$ cat src/rtl/reaction_responder_pkg.sv
// Shared types and constants for the reaction-timer synthetic player.
package reaction_responder_pkg;

    // Trial sequencer states
    typedef enum logic [2:0] {
        IDLE,
        START,
        GAP,
        WAIT_LED,
        REACT,
        STOP,
        FIN
    } state_t;

    // Game buttons are active-low
    localparam logic BTN_PRESSED  = 1'b0;
    localparam logic BTN_RELEASED = 1'b1;

    // One tick_1k pulse marks one millisecond
    localparam int unsigned TICKS_PER_MS = 1;

    // Bit 1 is START/STOP, bit 0 (game reset) is never pressed
    function automatic logic [1:0] button_word(input logic start_stop_low);
        return {(start_stop_low ? BTN_PRESSED : BTN_RELEASED), BTN_RELEASED};
    endfunction

endpackage

$ cat src/rtl/reaction_responder_if.sv
// Trial control and game-facing signals of the reaction responder.
interface reaction_responder_if #(
    parameter int unsigned DW = 12
) ();
    logic          arm;
    logic [DW-1:0] delay_ms;
    logic          led;
    logic [1:0]    button;
    logic          busy;
    logic          done;
    logic          timeout;

    // Controller / game side
    modport master (
        output arm, delay_ms, led,
        input  button, busy, done, timeout
    );

    // Responder side
    modport slave (
        input  arm, delay_ms, led,
        output button, busy, done, timeout
    );
endinterface

$ cat src/rtl/reaction_responder_press_gen.sv
// Press-width generator: a go pulse yields a low pulse of PRESS_CYCLES cycles.
module reaction_responder_press_gen #(
    parameter int unsigned PRESS_CYCLES = 4
) (
    input  logic clk_i,
    input  logic rst_i,
    input  logic go_i,
    output logic low_o,
    output logic last_o
);
    localparam int unsigned CW = (PRESS_CYCLES > 1) ? $clog2(PRESS_CYCLES) : 1;

    logic [CW-1:0] cnt_q;
    logic          low_q;

    // Hold the press for PRESS_CYCLES cycles starting the cycle after go
    always_ff @(posedge clk_i) begin
        if (rst_i) begin
            low_q <= 1'b0;
            cnt_q <= '0;
        end else if (go_i) begin
            low_q <= 1'b1;
            cnt_q <= CW'(PRESS_CYCLES - 1);
        end else if (low_q) begin
            if (cnt_q == '0) begin
                low_q <= 1'b0;
            end else begin
                cnt_q <= cnt_q - CW'(1);
            end
        end
    end

    assign low_o  = low_q;
    assign last_o = low_q && (cnt_q == '0);
endmodule

$ cat src/rtl/reaction_responder.sv
// Synthetic reaction-timer player: press START, wait for the LED, wait
// delay_ms ticks, press STOP. Reports done, busy and a sticky timeout.
module reaction_responder
    import reaction_responder_pkg::*;
#(
    parameter int unsigned DW           = 12,
    parameter int unsigned PRESS_CYCLES = 4,
    parameter int unsigned TIMEOUT_MS   = 4000,
    parameter int unsigned GAP_CYCLES   = 2
) (
    input  logic                 Clk,
    input  logic                 reset,
    input  logic                 tick_1k,
    reaction_responder_if.slave  bus
);
    localparam int unsigned GW = (GAP_CYCLES > 1) ? $clog2(GAP_CYCLES) : 1;

    state_t        state_q;
    logic          led_q;
    logic [DW-1:0] cnt_q;
    logic [DW-1:0] dly_q;
    logic [GW-1:0] gap_q;
    logic          busy_q;
    logic          done_q;
    logic          timeout_q;

    logic          rise;
    logic [DW-1:0] cnt_inc;
    logic          accept;
    logic          stop_go;
    logic          press_go;
    logic          press_low;
    logic          press_last;

    // The press generator must start on the same edge the FSM changes
    // state, so its go is decoded from the current state and inputs.
    always_comb begin
        rise     = bus.led & ~led_q;
        cnt_inc  = cnt_q + DW'(1);
        accept   = (state_q == IDLE) && bus.arm;
        stop_go  = ((state_q == WAIT_LED) && rise && (dly_q == '0)) ||
                   ((state_q == REACT) && tick_1k && (cnt_inc == dly_q));
        press_go = accept || stop_go;
    end

    reaction_responder_press_gen #(
        .PRESS_CYCLES(PRESS_CYCLES)
    ) u_press (
        .clk_i (Clk),
        .rst_i (reset),
        .go_i  (press_go),
        .low_o (press_low),
        .last_o(press_last)
    );

    // Trial sequencer with registered busy/done/timeout
    always_ff @(posedge Clk) begin
        if (reset) begin
            state_q   <= IDLE;
            led_q     <= 1'b0;
            cnt_q     <= '0;
            dly_q     <= '0;
            gap_q     <= '0;
            busy_q    <= 1'b0;
            done_q    <= 1'b0;
            timeout_q <= 1'b0;
        end else begin
            led_q  <= bus.led;
            done_q <= 1'b0;
            case (state_q)
                IDLE: begin
                    if (bus.arm) begin
                        dly_q     <= bus.delay_ms;
                        timeout_q <= 1'b0;
                        busy_q    <= 1'b1;
                        state_q   <= START;
                    end
                end
                START: begin
                    if (press_last) begin
                        gap_q   <= '0;
                        state_q <= GAP;
                    end
                end
                GAP: begin
                    if (gap_q == GW'(GAP_CYCLES - 1)) begin
                        cnt_q   <= '0;
                        state_q <= WAIT_LED;
                    end else begin
                        gap_q <= gap_q + GW'(1);
                    end
                end
                WAIT_LED: begin
                    if (rise) begin
                        cnt_q   <= '0;
                        state_q <= (dly_q == '0) ? STOP : REACT;
                    end else if (tick_1k) begin
                        if (cnt_inc == DW'(TIMEOUT_MS)) begin
                            timeout_q <= 1'b1;
                            done_q    <= 1'b1;
                            state_q   <= FIN;
                        end else begin
                            cnt_q <= cnt_inc;
                        end
                    end
                end
                REACT: begin
                    if (tick_1k) begin
                        cnt_q <= cnt_inc;
                        if (cnt_inc == dly_q) begin
                            state_q <= STOP;
                        end
                    end
                end
                STOP: begin
                    if (press_last) begin
                        done_q  <= 1'b1;
                        state_q <= FIN;
                    end
                end
                FIN: begin
                    busy_q  <= 1'b0;
                    state_q <= IDLE;
                end
                default: state_q <= IDLE;
            endcase
        end
    end

    assign bus.button  = button_word(press_low);
    assign bus.busy    = busy_q;
    assign bus.done    = done_q;
    assign bus.timeout = timeout_q;
endmodule

$ cat src/flat_wrapper.sv
// flat-port wrapper written by rule: the top's interface ports become plain ports
module reaction_responder_flat import reaction_responder_pkg::*;
#(
    parameter int unsigned DW           = 12,
    parameter int unsigned PRESS_CYCLES = 4,
    parameter int unsigned TIMEOUT_MS   = 4000,
    parameter int unsigned GAP_CYCLES   = 2
)
  (Clk, reset, tick_1k, bus_arm, bus_delay_ms, bus_led, bus_button, bus_busy, bus_done, bus_timeout);
  reaction_responder_if #(.DW(DW)) bus_i ();
  input  logic Clk;
  input  logic reset;
  input  logic tick_1k;
  input wire logic [$bits(bus_i.arm)-1:0] bus_arm;
  input wire logic [$bits(bus_i.delay_ms)-1:0] bus_delay_ms;
  input wire logic [$bits(bus_i.led)-1:0] bus_led;
  output wire logic [$bits(bus_i.button)-1:0] bus_button;
  output wire logic [$bits(bus_i.busy)-1:0] bus_busy;
  output wire logic [$bits(bus_i.done)-1:0] bus_done;
  output wire logic [$bits(bus_i.timeout)-1:0] bus_timeout;
  assign bus_i.arm = bus_arm;
  assign bus_i.delay_ms = bus_delay_ms;
  assign bus_i.led = bus_led;
  assign bus_button = bus_i.button;
  assign bus_busy = bus_i.busy;
  assign bus_done = bus_i.done;
  assign bus_timeout = bus_i.timeout;
  reaction_responder #(.DW(DW), .PRESS_CYCLES(PRESS_CYCLES), .TIMEOUT_MS(TIMEOUT_MS), .GAP_CYCLES(GAP_CYCLES)) u_core (.Clk(Clk), .reset(reset), .tick_1k(tick_1k), .bus(bus_i));
endmodule
$ cat config.mk
export PLATFORM = sky130hd
export DESIGN_NAME = reaction_responder_flat
export DESIGN_NICKNAME = d
export VERILOG_FILES = /design/src/rtl/reaction_responder_pkg.sv /design/src/rtl/reaction_responder_if.sv /design/src/rtl/reaction_responder_press_gen.sv /design/src/rtl/reaction_responder.sv /design/src/flat_wrapper.sv
export SDC_FILE = /design/constraint.sdc
export NUM_CORES = 1
export LEC_CHECK = 0
export CORE_MARGIN = 2
export CORE_UTILIZATION = 55
export CTS_CLUSTER_SIZE = 8
export DETAILED_ROUTE_END_ITERATION = 10
export DONT_BUFFER_PORTS = 1
export MAX_ROUTING_LAYER = met4
export PLACE_DENSITY = 0.76
export SLEW_MARGIN = 20
export SYNTH_ARGS = -nofsm -noshare
export SYNTH_HDL_FRONTEND = slang
export SYNTH_HIERARCHICAL = 1
export SYNTH_SLANG_ARGS = --single-unit
$ cat constraint.sdc
create_clock -name Clk -period 4.5 [get_ports Clk]
set_input_delay 0.9 -clock Clk [delete_from_list [all_inputs] [get_ports Clk]]
set_output_delay 0.9 -clock Clk [all_outputs]
set_load 0.01 [all_outputs]
Word level (Yosys, flattened, before mapping)
Index checks and enable logic that the tools add are counted.
- bitwise gates (word level): 2
- multiplexer cells: 39
- eq/ne operators: 21
- add/sub/neg operators: 3
- reductions and logical operators: 23
- operators by type and width (kind ; count):
    12-bit 2-to-1 mux ; 5
    12-bit case mux with 3 select lines ; 1
    3-bit 2-to-1 mux ; 9
    3-bit case mux with 6 select lines ; 1
    1-bit 2-to-1 mux ; 16
    12-bit by 1-bit adder with 12-bit output (second input constant) ; 1
    12-bit == test ; 1
    12-bit == test (second input constant) ; 1
    12-bit logical NOT ; 1
    2-bit != test (second input constant) ; 6
    5-bit AND reduction ; 2
    3-bit == test (second input constant) ; 3
    3-bit by 2-bit != test with 1-bit output (second input constant) ; 3
    2-bit by 1-bit != test with 1-bit output (second input constant) ; 4
    1-bit case mux with 2 select lines ; 4
    2-bit AND reduction ; 4
    8-bit AND reduction ; 1
    2-bit nonzero test ; 4
    3-bit by 2-bit == test with 1-bit output (second input constant) ; 2
    1-bit logical AND ; 6
    2-bit 2-to-1 mux ; 3
    3-bit by 1-bit == test with 1-bit output (second input constant) ; 1
    3-bit logical NOT ; 1
    3-bit nonzero test ; 1
    other kinds (6) ; 7
- input bits: 17
- word-level logic and storage cells: 98
- flip-flop bits (word level): 35

Logic depth before layout (Yosys ltp)
Gate-level depths: netlist (run 1).
- depth in word-level cells: 8
- depth in mapped cells: 10
- depth with buffers taken out: 9

Hierarchy
The synthesis (run 1) kept the hierarchy.
- by module, submodules not included (module ; seq. area each (um^2) ; instances ; area each (um^2) ; cells each):
    reaction_responder ; 640.6 ; 1 ; 2123.3 ; 282
    reaction_responder_press_gen ; 60.1 ; 1 ; 153.9 ; 15

Worst setup path after synthesis (run 1)
No wires, ideal clock.
- path type: register to register
- start: reg u_core.cnt_q[1]
- end: reg u_core.u_press.cnt_q[1]
- stages on the path, launching flop included: 11
- slack: 1.585 ns
- period minus slack after synthesis: 2.915 ns
- setup time: 0.088 ns
- required time: 4.412 ns
- path buffers: 1
- data arrival time: 2.827 ns
- path through: dfxtp_1 > ha_1 > buf_4 > nand3_4 > or3_4 > a221oi_2 > or4b_1 > or4_1 > nand3_1 > and4bb_1 > a311oi_2
- cells in the longest elaborated chain, start to end: 7
- elaborated cells between the ends (all ways): 9
- classes of those cells: add/sub: 1; eq/ne: 2; mux: 1; reduce/logical: 5
- RTL lines (what ; RTL line ; text):
    from (decl) ; reaction_responder.sv:20 ; logic [DW-1:0] cnt_q;
    from (signal assigned) ; reaction_responder.sv:103 ; cnt_q <= cnt_inc;
    from (signal assigned) ; reaction_responder.sv:109 ; cnt_q <= cnt_inc;
    12-bit by 1-bit adder with 12-bit output (*) ; reaction_responder.sv:39 ; cnt_inc = cnt_q + DW'(1);
    12-bit == test (*) ; reaction_responder.sv:42 ; ((state_q == REACT) && tick_1k && (cnt_inc == dly_q));
    1-bit logical AND (*) ; reaction_responder.sv:42 ;
    1-bit logical OR (*) ; reaction_responder.sv:41 ; stop_go = ((state_q == WAIT_LED) && rise && (dly_q == '0)) ||
    1-bit logical OR (*) ; reaction_responder.sv:43 ; press_go = accept || stop_go;
    net u_core.press_go ; reaction_responder.sv:31 ; logic press_go;
    2-bit by 1-bit != test with 1-bit output (no line) or 2-bit nonzero test (tied branches) ; -- ;
    2-bit AND reduction (no line) ; -- ;
    to (signal assigned) ; reaction_responder_press_gen.sv:23 ; cnt_q <= CW'(PRESS_CYCLES - 1);
    to (signal assigned) ; reaction_responder_press_gen.sv:28 ; cnt_q <= cnt_q - CW'(1);
    to (decl) ; reaction_responder_press_gen.sv:13 ; logic [CW-1:0] cnt_q;
The timed path passes the listed nets; every way through them passes the cells marked *.
A chain may end at the register's enable or synchronous reset.

Worst setup path after layout (run 1)
- start: reg u_core.cnt_q[0]
- end: reg u_core.u_press.cnt_q[1]
The elaborated chain is that of the path after synthesis.

==> flow_metrics.py, run 1 <==
metrics = {
    "run_status": {
        "status": "finished, final reports clean",
    },
    "drt": {
        "ant_nets": 0,
        "routedWlPerCell_um": 16.1,
        "finalWirelength_um": 5360,
        "drt_iter0_drc": 180,
        "vias_per_cell": 6.35,
        "route.detailed.drc": 0,
        "via_count": 2113,
        "first_pass_iters": 5,
    },
    "hold_path": {
        "holdCritStartpoint": "u_core/dly_q[6]",
        "hold_depth": 2,
        "hold_path_class": "reg -> reg",
        "worstHoldEndpoint": "u_core/dly_q[6]",
    },
    "layout": {
        "fin_cells": 333,
        "diodes": 0,
        "layout.nets": 303,
        "synthToLayoutAreaGrowth_pct": 2.25,
        "drive_above_1_share_pct": 7.77,
        "nFillCells": 390,
    },
    "floorplanning": {
        "fp.dieW_um": 68.3,
        "core_area_um2": 4000,
        "die_h_um": 68.3,
        "io_pins": 22,
        "initial_core_util_pct": 56.9,
        "die-area_um2": 4670,
        "rows": 23,
    },
    "setup_path": {
        "reg2reg_to": "u_core/u_press/cnt_q[1]",
        "required_ns": 4.70,
        "cp-end-kind": "flop",
        "setup.worst_path.class": "reg -> reg",
        "r2r-start": "u_core/cnt_q[0]",
        "rrSetupSlack_ns": 1.10,
        "r2r_cells": 9,
        "start_kind": "flop",
        "cp.arrival_ns": 3.61,
        "crit_fanout": 12,
    },
    "yosys": {
        "synth_flop_cell": "dfxtp_1",
        "synthArstFlopShare_pct": 0,
        "netlist_area_um2": 2280,
        "yosys.area.top_type": "dfxtp_1",
        "synthTopCellsByCount": "38 x nand2_1, 35 x dfxtp_1, 29 x a21oi_1, 18 x nor2_1, 17 x o21ai_0",
        "ys_types": 58,
        "netlist_instances": 297,
        "ys_seq_area_share_pct": 30.8,
        "syn-num-nets": 317,
        "synth-edff-count": 0,
        "yosys_warnings": 6,
        "ys_top_cells_by_area": "dfxtp_1 31%, a21oi_1 6.4%, nand2_1 6.3%, o21ai_0 3.7%, nand3_1 3.1%",
        "synth.avg_cell_area_um2": 7.67,
        "ys_ff_latch": 35,
        "synth_top_area_share_pct": 30.8,
        "yosysMostFrequentCell": "nand2_1",
    },
    "cts": {
        "ctsResizeCount": 0,
        "cts_setup_buffers": 0,
        "numCtsBuffers": 5,
        "htreeDepth": 2,
        "cts_hold_buf": 0,
        "clk_latency_ns": 0.29,
        "tritoncts": "built",
        "root_buffer": "clkbuf_8",
        "cts.sinks": 35,
        "cts_buffer_depth": 2,
        "clk_pin_slew_ns": 0.07,
    },
    "pwr": {
        "p_comb_share_pct": 14.8,
        "power_leakage_nw": 0.795,
        "swShare_pct": 28.3,
        "peakVddDrop_mv": 0.246,
        "p_switching_uw": 193,
        "p_seq_share_pct": 51.4,
        "power_frac_clock_pct": 33.8,
        "p_per_area_nw_per_um2": 294,
        "internal-power_uw": 491,
    },
    "global_routing": {
        "gr-total-overflow": 0,
        "gr-usage-all-layers_pct": 26.3,
        "antenna_found_initial": 0,
        "first_global_vias": 1886,
        "grt_max_degree": 34,
        "grt_pass1_wl_um": 8850,
    },
    "timing": {
        "hold_violations": 0,
        "worstMarginPinSlew_ns": 0.793,
        "drv_slew": 0,
        "fmax_mhz": 294,
        "fin_crit_sh_pct": 75.7,
        "rsz0062_at_grt": "no",
        "setup_tns_ns": 0,
        "finalClockSkew_ns": 0.00771,
        "setup_viol": 0,
        "slew_headroom_pct": 47.0,
        "post-route-min-period_ns": 3.40,
    },
    "run": {
        "maxCapViolCount": 0,
    },
    "placement": {
        "dp.cells": 326,
        "dp_hpwl_um": 3720,
        "port-buffer-count": 0,
        "gp_congestion": 0.942,
    },
}
## layout make-up
class	instances	area (µm²)	share of cell area, %
Inverter	9	33.8	1.45
Clock inverter	1	5.00	0.215
Multi-Input combinational cell	231	1440	61.7
Clock buffer	6	82.6	3.55
Tap cell	50	62.6	2.69
Sequential cell	35	701	30.1
Timing Repair Buffer	1	7.51	0.322
## worst max-delay path: stages, from the launching register on
cell	delay [ns]
dfxtp_1	0.56
ha_1	0.44
nand3_4	0.19
or3_4	0.42
a221oi_2	0.22
or4b_1	0.49
or4_1	0.41
nand3_1	0.15
and4bb_1	0.21
a311oi_2	0.22
## power by group through the flow
stage | registers, mW | logic, mW | clock network, mW
after detailed placement | 0.359 | 0.101 | 0
after global placement | 0.358 | 0.0978 | 0
after CTS | 0.352 | 0.101 | 0.238
after floorplan | 0.349 | 0.0911 | 0
after global routing | 0.355 | 0.115 | 0.246
final | 0.352 | 0.101 | 0.231
## kinds of logic after synthesis
group           count (synthesis)  share of synthesized area [%]
other cells                     1                          0.165
xor+xnor                       12                           4.62
simple gates                  131                           32.1
fa+ha+maj                       3                           1.65
buf+inv                        31                           6.15
compound gates                 82                           23.7
flops                          35                           30.8
mux                             2                          0.879
## metrics by stage
step | setup slack (ns) | power (mW) | hold slack (ns) | util [%] | cell area, µm²
floorplan | 1.58 | 0.440 | 0.459 | - | 2280
global placement | 1.24 | 0.456 | 0.469 | 56.0 | 2240
detailed placement | 1.14 | 0.460 | 0.479 | 56.0 | 2240
CTS | 1.13 | 0.690 | 0.488 | 58.2 | 2330
global route | 0.895 | 0.716 | 0.501 | 58.2 | 2330
finish | 1.10 | 0.684 | 0.487 | 58.2 | 2330
## registers in the layout (all words and copies together), names as in the netlist
signal / count
u_core/bus.done: 1
u_core/u_press/cnt_q: 2
u_core/bus.timeout: 1
u_core/led_q: 1
u_core/gap_q: 1
u_core/cnt_q: 12
u_core/dly_q: 12
u_core/bus.busy: 1
u_core/state_q: 3
u_core/u_press/low_o: 1
## routing by layer
metal	vias up	share of wire, %	global-route usage [%]
li1	1053	-	-
met1	986	47	35.4
met2	69	46	39.6
met3	5	5.7	5.59
met4	0	1.1	8.25
met5	-	0	-
## cell usage in the layout (no fill, tap or decap), drive strengths merged, types with 9 or more instances in the layout
| cell type | n |
|---|---|
| a21oi | 29 |
| dfxtp | 35 |
| inv | 9 |
| nand2 | 38 |
| nand3 | 15 |
| nor2 | 18 |
| nor3 | 9 |
| o21ai | 17 |
## worst max path at each step
stage                               start  slack (ns)                 endpoint  cells past startpoint
after global routing      u_core/cnt_q[0]        0.89  u_core/u_press/cnt_q[1]                      9
after global placement    u_core/cnt_q[0]        1.24  u_core/u_press/cnt_q[1]                      9
after floorplan           u_core/cnt_q[1]        1.58  u_core/u_press/cnt_q[1]                     10
after CTS                 u_core/cnt_q[0]        1.13  u_core/u_press/cnt_q[1]                      9
after detailed placement  u_core/cnt_q[0]        1.14  u_core/u_press/cnt_q[1]                      9
final                     u_core/cnt_q[0]        1.10  u_core/u_press/cnt_q[1]                      9
Note: power is estimated with default switching activity, not from simulation.
==> run 2: changes to the inputs <==
==> constraint.sdc (replaced) <==
create_clock -name Clk -period 3.3 [get_ports Clk]
set_input_delay 0.66 -clock Clk [delete_from_list [all_inputs] [get_ports Clk]]
set_output_delay 0.66 -clock Clk [all_outputs]
set_load 0.01 [all_outputs]
==> flow_metrics.py, run 2 (synthesis gave the netlist of run 1 again) <==
metrics = {
    "pwr": {
        "power_leakage_nw": 0.837,
        "power_frac_clock_pct": 36.0,
        "p_switching_uw": 275,
        "p_per_area_nw_per_um2": 406,
        "p_seq_share_pct": 49.5,
        "peakVddDrop_mv": 0.278,
        "p_comb_share_pct": 14.5,
        "internal-power_uw": 697,
        "swShare_pct": 28.3,
    },
    "setup_path": {
        "reg2reg_to": "u_core/u_press/cnt_q[1]",
        "setup.worst_path.class": "reg -> reg",
        "cp.arrival_ns": 3.27,
        "cp-end-kind": "flop",
        "crit_fanout": 13,
        "crit_path_max_incr_delay_ns": 0.59,
        "worstPathCellList": "nand3_4 -> or3_4 -> a221oi_2 -> or4b_1 -> or4_1 -> nand3_1 -> and4bb_1 -> a311oi_2",
        "required_ns": 3.51,
        "r2r-start": "u_core/cnt_q[2]",
        "start_kind": "flop",
        "crit_family": "simple AND/OR/NAND/NOR gates",
        "cp_slowest_cell": "dfxtp_1",
        "worstSetupStartpoint": "u_core/cnt_q[2]",
        "endpoint": "u_core/u_press/cnt_q[1]",
        "path_buf_inv": 0,
        "r2r_cells": 8,
        "rrSetupSlack_ns": 0.24,
        "crit_cells": 8,
    },
    "layout": {
        "synthToLayoutAreaGrowth_pct": 5.11,
        "mostFrequentLayoutCell": "nand2_1",
        "final_cell_mix": "38 x nand2_1, 35 x dfxtp_1, 29 x a21oi_1",
        "drive_above_1_share_pct": 9.97,
        "reg_top3": "u_core/cnt_q (12), u_core/dly_q (12), u_core/state_q (3)",
        "diodes": 0,
        "nFillCells": 375,
        "layout.nets": 310,
        "final_core_util_pct": 59.8,
    },
    "timing": {
        "post-route-min-period_ns": 3.06,
        "fmax_mhz": 326,
        "drv_slew": 0,
        "worstMarginPinSlew_ns": 1.04,
        "fin_crit_sh_pct": 92.9,
        "hold_violations": 0,
        "finalClockSkew_ns": 0.00820,
        "setup_viol": 0,
        "setup_tns_ns": 0,
        "rsz0062_at_grt": "no",
        "slew_headroom_pct": 30.4,
    },
    "floorplanning": {
        "fp.dieW_um": 68.3,
        "die_h_um": 68.3,
        "initial_core_util_pct": 56.9,
        "rows": 23,
        "io_pins": 22,
        "core_area_um2": 4000,
        "die-area_um2": 4670,
    },
    "cts": {
        "htreeDepth": 2,
        "cts_buffer_depth": 2,
        "cts_hold_buf": 0,
        "clk_latency_ns": 0.29,
        "cts_setup_buffers": 0,
        "cts.sinks": 35,
        "clk_pin_slew_ns": 0.07,
        "tritoncts": "built",
        "ctsResizeCount": 0,
        "numCtsBuffers": 5,
        "root_buffer": "clkbuf_8",
    },
    "drt": {
        "vias_per_cell": 6.32,
        "ant_nets": 0,
        "finalWirelength_um": 5530,
        "drt_iter0_drc": 232,
        "via_count": 2155,
        "first_pass_iters": 5,
        "routedWlPerCell_um": 16.2,
        "route.detailed.drc": 0,
    },
    "global_routing": {
        "antenna_found_initial": 0,
        "first_global_vias": 1855,
        "grt_max_degree": 34,
        "gr-total-overflow": 0,
        "grt_pass1_wl_um": 8980,
        "gr-usage-all-layers_pct": 26.8,
    },
    "hold_path": {
        "hold_path_class": "in -> reg",
    },
    "run_status": {
        "status": "finished, final reports clean",
    },
    "placement": {
        "dp_hpwl_um": 3850,
        "port-buffer-count": 0,
        "gp_congestion": 0.985,
    },
    "run": {
        "maxCapViolCount": 0,
    },
}
run 2: worst min path at each step:
stage / cells past startpoint / from / end
after floorplan: 2 / u_core/dly_q[5] / u_core/dly_q[5]
after global placement: 2 / u_core/dly_q[11] / u_core/dly_q[11]
after detailed placement: 2 / u_core/dly_q[1] / u_core/dly_q[1]
after CTS: 1 / reset / u_core/dly_q[0]
after global routing: 1 / reset / u_core/dly_q[11]
final: 1 / reset / u_core/led_q
run 2: cell type report:
type | count | area (µm²) | share of cell area (%)
Timing Repair Buffer | 8 | 60.1 | 2.51
Inverter | 9 | 33.8 | 1.41
Sequential cell | 35 | 701 | 29.3
Multi-Input combinational cell | 231 | 1440 | 60.0
Tap cell | 50 | 62.6 | 2.61
Clock buffer | 8 | 100 | 4.18
run 2: stage by stage:
step	area, µm²	cells	hold WS [ns]	setup WS [ns]	total power, mW
global route	2390	341	0.415	0.0131	1.01
finish	2390	341	0.433	0.235	0.972
detailed placement	2290	333	0.469	0.262	0.628
floorplan	2280	297	0.459	0.385	0.600
CTS	2390	341	0.427	0.239	0.973
global placement	2290	333	0.466	0.324	0.624
run 2: metal layers:
layer	routed length, µm	global-route usage, %	vias to the layer above
met5	0	-	-
met4	99	11.3	0
met3	474	6.41	10
met2	2420	37.7	101
met1	2540	36.4	974
li1	-	-	1070
run 2: power by group through the flow:
stage	clock network, mW	logic (mW)	registers (mW)
after floorplan	0	0.124	0.475
after global placement	0	0.135	0.489
after detailed placement	0	0.139	0.490
after CTS	0.354	0.139	0.480
after global routing	0.370	0.160	0.484
final	0.350	0.141	0.481
==> run 3: changes to the inputs <==
--- a/config.mk
+++ b/config.mk
@@ -5,7 +5,6 @@
 export SDC_FILE = /design/constraint.sdc
 export NUM_CORES = 1
 export LEC_CHECK = 0
-export CORE_MARGIN = 2
 export CORE_UTILIZATION = 55
 export CTS_CLUSTER_SIZE = 8
 export DETAILED_ROUTE_END_ITERATION = 10
==> flow_metrics.py, run 3 (synthesis gave the netlist of run 1 again) <==
metrics = {
    "run_status": {
        "status": "finished, final reports clean",
    },
    "global_routing": {
        "gr-usage-all-layers_pct": 28.9,
        "antenna_found_initial": 0,
        "gr-total-overflow": 0,
        "grt_max_degree": 34,
        "grt_pass1_wl_um": 9280,
        "first_global_vias": 1938,
    },
    "layout": {
        "nFillCells": 363,
        "mostFrequentLayoutCell": "nand2_1",
        "final_cell_mix": "38 x nand2_1, 35 x dfxtp_1, 29 x a21oi_1",
        "synthToLayoutAreaGrowth_pct": 5.88,
        "fin_cells": 341,
        "reg_top3": "u_core/cnt_q (12), u_core/dly_q (12), u_core/state_q (3)",
        "diodes": 0,
        "drive_above_1_share_pct": 10.3,
        "layout.nets": 310,
    },
    "timing": {
        "drv_slew": 0,
        "finalClockSkew_ns": 0.00430,
        "postLayoutSetupSlackWorst_ns": 0.224,
        "rsz0062_at_grt": "no",
        "hold_violations": 0,
        "hold_slack_ns": 0.433,
        "fmax_mhz": 325,
        "setup_tns_ns": 0,
        "slew_headroom_pct": 26.6,
        "setup_viol": 0,
        "worstMarginPinSlew_ns": 1.10,
        "fin_crit_sh_pct": 93.2,
        "post-route-min-period_ns": 3.08,
    },
    "hold_path": {
        "hold_path_class": "in -> reg",
        "hold_depth": 1,
    },
    "cts": {
        "htreeDepth": 2,
        "tritoncts": "built",
        "cts_setup_buffers": 0,
        "cts_buffer_depth": 2,
        "clk_pin_slew_ns": 0.07,
        "cts.sinks": 35,
        "cts_hold_buf": 0,
        "ctsResizeCount": 0,
        "root_buffer": "clkbuf_8",
        "numCtsBuffers": 5,
        "clk_latency_ns": 0.29,
    },
    "floorplanning": {
        "core_area_um2": 4000,
        "rows": 23,
        "fp.dieW_um": 66.3,
        "initial_core_util_pct": 56.9,
        "io_pins": 22,
        "die-area_um2": 4400,
        "die_h_um": 66.3,
    },
    "placement": {
        "gp_congestion": 0.990,
        "dp_hpwl_um": 3990,
        "place_ws_ns": 0.280,
        "port-buffer-count": 0,
        "dp.cells": 333,
    },
    "drt": {
        "via_count": 2193,
        "routedWlPerCell_um": 16.7,
        "vias_per_cell": 6.43,
        "first_pass_iters": 4,
        "ant_nets": 0,
        "route.detailed.drc": 0,
        "drt_iter0_drc": 175,
        "finalWirelength_um": 5680,
    },
    "setup_path": {
        "start_kind": "flop",
        "cp.arrival_ns": 3.28,
        "crit_fanout": 13,
        "required_ns": 3.50,
        "cp-end-kind": "flop",
        "r2r_cells": 8,
        "setup.worst_path.class": "reg -> reg",
    },
    "run": {
        "maxCapViolCount": 0,
    },
    "pwr": {
        "power_leakage_nw": 0.846,
        "p_per_area_nw_per_um2": 421,
        "peakVddDrop_mv": 0.352,
    },
}
-- run 3: final timing paths --
check	start	endpoint	slack, ns
setup / recovery	u_core/cnt_q[2]	u_core/u_press/cnt_q[1]	0.22
hold / removal	reset	u_core/led_q	0.43
setup reg to reg	u_core/cnt_q[2]	u_core/u_press/cnt_q[1]	0.22
hold reg to reg	u_core/dly_q[11]	u_core/dly_q[11]	0.48
-- run 3: report_power, final --
group | switching (mW) | internal (mW)
Sequential | 0.0320 | 0.448
Clock | 0.152 | 0.244
Combinational | 0.0800 | 0.0583
-- run 3: final cells by class --
| class | instances | area (µm²) | share of cell area [%] |
|---|---|---|---|
| Sequential cell | 35 | 701 | 29.1 |
| Inverter | 9 | 33.8 | 1.40 |
| Clock buffer | 6 | 82.6 | 3.43 |
| Clock inverter | 2 | 35.0 | 1.45 |
| Timing Repair Buffer | 8 | 60.1 | 2.49 |
| Tap cell | 50 | 62.6 | 2.59 |
| Multi-Input combinational cell | 231 | 1440 | 59.6 |
-- run 3: per-layer routing --
| layer | share of wire [%] | global-route usage (%) | up-vias |
|---|---|---|---|
| met3 | 7.2 | 5.17 | 15 |
| met4 | 2.8 | 11.2 | 0 |
| met1 | 45 | 37.8 | 1010 |
| met5 | 0 | - | - |
| met2 | 45 | 44.3 | 99 |
| li1 | - | - | 1069 |
-- run 3: stage by stage --
| stage | area (µm²) | power, mW | utilization, % |
|---|---|---|---|
| 3_5_place_dp | 2290 | 0.625 | 57.3 |
| 2_1_floorplan | 2280 | 0.600 | - |
| 6_report | 2410 | 1.01 | 60.3 |
| 3_3_place_gp | 2290 | 0.623 | 57.3 |
| 4_1_cts | 2410 | 1.02 | 60.3 |
| 5_1_grt | 2410 | 1.06 | 60.3 |
-- run 3: worst max-delay path, cell delays in order, from the launching register on --
cell	delay, ns
dfxtp_1	0.60
nand3_4	0.23
or3_4	0.43
a221oi_2	0.23
or4b_1	0.50
or4_1	0.41
nand3_1	0.14
and4bb_1	0.21
a311oi_2	0.22
